<file path="config.mk">
export PLATFORM = sky130hd
export DESIGN_NAME = vga_timing_gen
export DESIGN_NICKNAME = d
export VERILOG_FILES = /design/src/rtl/vga_timing_gen.sv
export SDC_FILE = /design/constraint.sdc
export NUM_CORES = 1
export LEC_CHECK = 0
export ABC_AREA = 1
export ABC_CLOCK_PERIOD_IN_PS = 2050
export BUFFER_PORTS_ARGS = -buffer_cell sky130_fd_sc_hd__buf_2
export CAP_MARGIN = 20
export CORE_ASPECT_RATIO = 1.75
export CORE_MARGIN = 4
export CORE_UTILIZATION = 40
export DETAILED_ROUTE_END_ITERATION = 10
export PLACE_DENSITY = 0.69
export REMOVE_ABC_BUFFERS = 1
export SLEW_MARGIN = 40
export SYNTH_ARGS = -nofsm -noshare
export SYNTH_HDL_FRONTEND = slang
export SYNTH_SLANG_ARGS = --single-unit
</file>
<file path="constraint.sdc">
create_clock -name clock -period 2.05 [get_ports clock]
set_clock_uncertainty 0.15 [all_clocks]
set_input_delay 0.41 -clock clock [delete_from_list [all_inputs] [get_ports clock]]
set_output_delay 0.41 -clock clock [all_outputs]
set_load 0.01 [all_outputs]
</file>
<file path="src/rtl/vga_timing_gen.sv">
// Raster timing generator in the pixel-clock domain: sync/active/coordinate outputs
// plus a one-line-ahead fetch request with outstanding/underflow tracking.
module vga_timing_gen #(
  parameter int H_ACTIVE  = 640,
  parameter int H_FP      = 16,
  parameter int H_SYNC    = 96,
  parameter int H_BP      = 48,
  parameter int V_ACTIVE  = 480,
  parameter int V_FP      = 10,
  parameter int V_SYNC    = 2,
  parameter int V_BP      = 33,
  parameter int HSYNC_POL = 0,
  parameter int VSYNC_POL = 0,
  localparam int H_TOTAL  = H_ACTIVE + H_FP + H_SYNC + H_BP,
  localparam int V_TOTAL  = V_ACTIVE + V_FP + V_SYNC + V_BP,
  localparam int XW       = $clog2(H_TOTAL),
  localparam int YW       = $clog2(V_TOTAL)
) (
  input  logic          clock,
  input  logic          clock_areset_n,
  input  logic          run,
  input  logic          line_ack,
  input  logic          underflow_clear,
  output logic          hsync,
  output logic          vsync,
  output logic          active,
  output logic [XW-1:0] x,
  output logic [YW-1:0] y,
  output logic          frame_start,
  output logic          line_req,
  output logic [YW-1:0] line_req_index,
  output logic          req_pending,
  output logic          underflow
);

  localparam logic [XW-1:0] H_LAST   = XW'(H_TOTAL - 1);
  localparam logic [XW-1:0] H_ACT    = XW'(H_ACTIVE);
  localparam logic [XW-1:0] HS_START = XW'(H_ACTIVE + H_FP);
  localparam logic [XW-1:0] HS_END   = XW'(H_ACTIVE + H_FP + H_SYNC);
  localparam logic [YW-1:0] V_LAST   = YW'(V_TOTAL - 1);
  localparam logic [YW-1:0] V_ACT    = YW'(V_ACTIVE);
  localparam logic [YW-1:0] VS_START = YW'(V_ACTIVE + V_FP);
  localparam logic [YW-1:0] VS_END   = YW'(V_ACTIVE + V_FP + V_SYNC);
  localparam logic          HS_ON    = 1'(HSYNC_POL);
  localparam logic          VS_ON    = 1'(VSYNC_POL);

  logic [XW-1:0] h_q, h_d;
  logic [YW-1:0] v_q, v_d, nv;
  logic          hsync_q, hsync_d, vsync_q, vsync_d;
  logic          active_q, active_d, frame_start_q, frame_start_d;
  logic [XW-1:0] x_q, x_d;
  logic [YW-1:0] y_q, y_d, line_req_index_q, line_req_index_d;
  logic          line_req_q, line_req_d;
  logic          req_pending_q, req_pending_d, underflow_q, underflow_d;
  logic          underflow_set;

  always_comb begin
    nv = (v_q == V_LAST) ? '0 : v_q + 1'b1;
    h_d = '0;
    v_d = '0;
    if (run) begin
      if (h_q == H_LAST) begin
        h_d = '0;
        v_d = nv;
      end else begin
        h_d = h_q + 1'b1;
        v_d = v_q;
      end
    end
  end

  // Outputs are decoded from the current counters, so they lag h/v by one clock.
  always_comb begin
    hsync_d          = ~HS_ON;
    vsync_d          = ~VS_ON;
    active_d         = 1'b0;
    frame_start_d    = 1'b0;
    line_req_d       = 1'b0;
    x_d              = '0;
    y_d              = '0;
    if (run) begin
      hsync_d       = ((h_q >= HS_START) && (h_q < HS_END)) ? HS_ON : ~HS_ON;
      vsync_d       = ((v_q >= VS_START) && (v_q < VS_END)) ? VS_ON : ~VS_ON;
      active_d      = (h_q < H_ACT) && (v_q < V_ACT);
      frame_start_d = (h_q == '0) && (v_q == '0);
      line_req_d    = (h_q == H_ACT) && (nv < V_ACT);
      x_d           = h_q;
      y_d           = v_q;
    end
    line_req_index_d = line_req_d ? nv : line_req_index_q;
  end

  // Request/ack handshake: line_req is a one-cycle request pulse; line_ack is a
  // one-cycle completion pulse that retires whatever request is outstanding. Both
  // are evaluated on the same edge; an ack arriving with a new request retires the
  // old one, so the new request stays pending without counting as an underflow.
  always_comb begin
    underflow_set = line_req_q && req_pending_q && !line_ack;
    req_pending_d = req_pending_q;
    if (line_req_q)    req_pending_d = 1'b1;
    else if (line_ack) req_pending_d = 1'b0;
    underflow_d = underflow_set || (underflow_q && !underflow_clear);
  end

  always_ff @(posedge clock or negedge clock_areset_n) begin
    if (!clock_areset_n) begin
      h_q              <= '0;
      v_q              <= '0;
      hsync_q          <= ~HS_ON;
      vsync_q          <= ~VS_ON;
      active_q         <= 1'b0;
      frame_start_q    <= 1'b0;
      line_req_q       <= 1'b0;
      x_q              <= '0;
      y_q              <= '0;
      line_req_index_q <= '0;
      req_pending_q    <= 1'b0;
      underflow_q      <= 1'b0;
    end else begin
      h_q              <= h_d;
      v_q              <= v_d;
      hsync_q          <= hsync_d;
      vsync_q          <= vsync_d;
      active_q         <= active_d;
      frame_start_q    <= frame_start_d;
      line_req_q       <= line_req_d;
      x_q              <= x_d;
      y_q              <= y_d;
      line_req_index_q <= line_req_index_d;
      req_pending_q    <= req_pending_d;
      underflow_q      <= underflow_d;
    end
  end

  assign hsync          = hsync_q;
  assign vsync          = vsync_q;
  assign active         = active_q;
  assign x              = x_q;
  assign y              = y_q;
  assign frame_start    = frame_start_q;
  assign line_req       = line_req_q;
  assign line_req_index = line_req_index_q;
  assign req_pending    = req_pending_q;
  assign underflow      = underflow_q;

endmodule

</file>
==> Flow_metrics.wiki <==
{| class="wikitable"
! Metric !! Value
|-
| Status || completed
|-
| Maximum achievable frequency || ~520 MHz
|-
| Clock tree from TritonCTS || yes
|-
| IO Port Bufs || 41
|-
| Unrepaired setup endpoints after global routing || no
|-
| Maximum fanout along the worst path || 6
|-
| Area share of the largest cell type after synthesis || between 50% and 60%
|-
| Area growth syn-to-layout || 25.44%
|-
| Max cap viols || 0
|-
| Via count of the first global-routing pass || roughly 2100
|-
| Slew HR || 71.38%
|-
| Global placer's final weighted congestion || ~0.89
|-
| Critical path's top delay family || simple AND/OR/NAND/NOR gates
|-
| Placed cell count || 412
|-
| Overall via count from detail_route || 2102
|-
| Deepest clock path buffer count || 2
|-
| Crit path buffers/inverters || 2
|-
| Library cell used as clock root buffer || clkbuf_8
|-
| Core Region || 6228 um^2
|-
| Cell taking the most area after synthesis || dfrtp_1
|-
| Slew of the pin with the lowest slew margin || approximately 0.42 ns
|-
| Number of nets in the final layout || between 300 and 400
|-
| Total I/O pin count || 42
|-
| FP Rows || 38
|-
| Vert. Die Dim || around 110 um
|-
| Total half-perimeter wirelength after legalization and detailed placement || about 4300 um
|-
| Post-layout min period || between 1.5 and 2 ns
|-
| Synthesized instance count || 290
|-
| Critical path, cell by cell || inv_1, ha_1, nand2_1, nor2_1, nand3_2, nand2_2, nor2_2, nor2_8, buf_4, nand3_1, nand2_1
|-
| Number of iterations in the first detailed-routing pass || 4
|-
| Number of buffers inserted during clock tree synthesis || 9
|-
| Number of clock sinks || 57
|-
| Post-route setup TNS || 0 ns
|-
| Post-detailed-route via-to-cell ratio || just under 5
|-
| Post-synthesis sequential area ratio || between 50 and 60%
|-
| Count of final max-slew check failures || 0
|-
| Routed WL per cell || 13.37 um
|-
| Total track usage || 16.76%
|-
| Total power divided by cell area || 768.4 nW/um^2
|-
| CP endpoint kind || flop
|-
| Count of warnings emitted by yosys || 0
|-
| Static leakage power || approximately 1.9 nW
|-
| Netlist area before placement || 2587 um^2
|-
| Number of design rule violations left after detail routing || 0
|-
| Fraction of layout cells with a size suffix above 1 || 27.68%
|-
| Post-synthesis sequential element count || 57
|-
| Maximum vdd drop || approximately 0.00035 V
|-
| Standard cell with the maximum stage delay on the critical path || dfrtp_2
|-
| Most frequent cells in the layout || nand2_1, inv_1, dfrtp_1
|-
| Clock input transition at the sequential cells of the worst setup and hold paths || around 0.06 ns
|-
| Number of levels the H-tree was split into || 3
|-
| Clock latency on the worst-skew pair || 0.34 ns
|-
| Routed Antenna Nets || 0
|-
| Wire length of the first global-routing pass || between 9000 and 10000 um
|-
| Horizontal die dimension || about 70 um
|-
| 1st-iter DRT viols || 165
|-
| Critical path start-end classification || flop to flop
|-
| Critical path launch point type || flop
|-
| Area contributors post-synth || dfrtp_1, nand2_1, inv_1
|-
| Initial standard-cell utilization of the core || roughly two fifths
|-
| Ant. Diodes || 0
|-
| Arrival time worst endpoint || 2.04 ns
|-
| Worst hold-check path type || input port to flop
|-
| Most common cell after layout, fill and taps aside || nand2_1
|-
| Number of antenna violations at the first check in global routing || 0
|-
| Largest stage delay on the critical path || around 0.45 ns
|-
| Final number of hold-violating endpoints || 0
|-
| Post-Syn Area per Cell || 8.922 um^2
|-
| Maximum number of pins on one net before global-route repair || 58
|-
| Share of the cycle needed by the critical path after routing || 93.43%
|-
| CP most frequent cell || nand2_1
|-
| Total detailed-routing wirelength || 5804 um
|-
| Required time at the worst-slack endpoint || 2.17 ns
|-
| Number of failing setup endpoints in the final timing report || 0
|-
| Total congestion overflow || 0
|-
| Die outline area || between 7000 and 8000 um^2
|-
| Distinct cell type count of the synthesized netlist || 38
|-
| Layout Cells excl Fill || about 430
|}
[timing repair]
item	4_1_cts	5_1_grt
resized for setup	0	8
endpoints found under the setup margin	0	13
buffers inserted	0	5
hold buffers	1	0
endpoints found under the hold margin	55	0
[cells by family after synthesis]
family | after synthesis | synth area share (%)
DFF | 57 | 55.22
adders and majority gates | 5 | 2.418
AOI/OAI and AO/OA | 23 | 5.658
xor gates and xnor gates | 4 | 1.354
and+or+nand+nor | 138 | 26.06
buffers and inverters | 63 | 9.285
[stage by stage]
stage	setup WS [ns]	utilization, %	power, mW	hold WS, ns	instance area [um^2]
after global placement	0.1779	47.25	1.249	0.2845	2943
after floorplan	0.3201	-	1.189	-0.03559	2567
after CTS	0.1130	51.31	2.524	0.09717	3196
after global routing	0.01106	52.11	2.589	0.09939	3246
after detailed placement	0.1324	47.25	1.250	0.2851	2943
final	0.1348	52.11	2.494	0.1060	3246
[registers in the layout, summed over array words and instances (netlist names)]
name,flops
active,1
frame_start,1
h_q,10
hsync,1
line_req,1
line_req_index,10
req_pending,1
underflow,1
v_q,10
vsync,1
x,10
y,10
[final timing paths]
| kind | start | to | slack, ns | cells after the start |
|---|---|---|---|---|
| max | v_q[1]$_DFFE_PN0P_ | line_req_index[2]$_DFFE_PN0P_ | 0.13 | 11 |
| max reg2reg | v_q[1]$_DFFE_PN0P_ | line_req_index[2]$_DFFE_PN0P_ | 0.13 | 11 |
| min reg2reg | line_req_index[2]$_DFFE_PN0P_ | line_req_index[2]$_DFFE_PN0P_ | 0.32 | 2 |
| min in group asynchronous | clock_areset_n | y[4]$_DFF_PN0_ | 0.45 | 3 |
| max in group asynchronous | clock_areset_n | hsync$_DFF_PN1_ | 0.99 | 3 |
| min | underflow_clear | underflow$_DFF_PN0_ | 0.11 | 2 |
[cells in the mapped netlist (all sizes together)]
cell / instances
nand2: 77
inv: 58
dfrtp: 55
nor2: 28
nand3: 19
nor3: 7
o21ai: 7
o22ai: 7
ha: 5
a21oi: 4
nand4: 4
buf: 3
xor2: 3
clkbuf: 2
dfstp: 2
a2111oi: 1
a31oi: 1
and3: 1
nor4: 1
o2111ai: 1
o211ai: 1
o32ai: 1
or2: 1
xnor2: 1
[cell type report]
cell class	instances	area (um^2)
Inverter	58	220.2
Fill cell	578	2983
Clock buffer	10	137.6
Multi-Input combinational cell	170	928.4
Clock inverter	6	105.1
Tap cell	80	100.1
Sequential cell	57	1431
Timing Repair Buffer	53	322.8
[routing by layer]
| metal | GRT usage [%] | share of wire, % | vias to the layer above | wire length (um) |
|---|---|---|---|---|
| met5 | 0 | 0 | - | 0 |
| met4 | 12.37 | 5.8 | 0 | 334 |
| met3 | 4.224 | 4.5 | 28 | 263 |
| met2 | 28.65 | 55 | 63 | 3188 |
| met1 | 16.62 | 35 | 995 | 2018 |
| li1 | - | - | 1016 | - |
[power breakdown]
| part | internal, mW | leakage (nW) | switching, mW |
|---|---|---|---|
| Combinational | 0.0287 | 0.980 | 0.0570 |
| Clock | 0.833 | 0.126 | 0.432 |
| Sequential | 1.14 | 0.774 | 0.00754 |
| Total | 2.00 | 1.88 | 0.496 |
(Power assumes the default switching activity.)
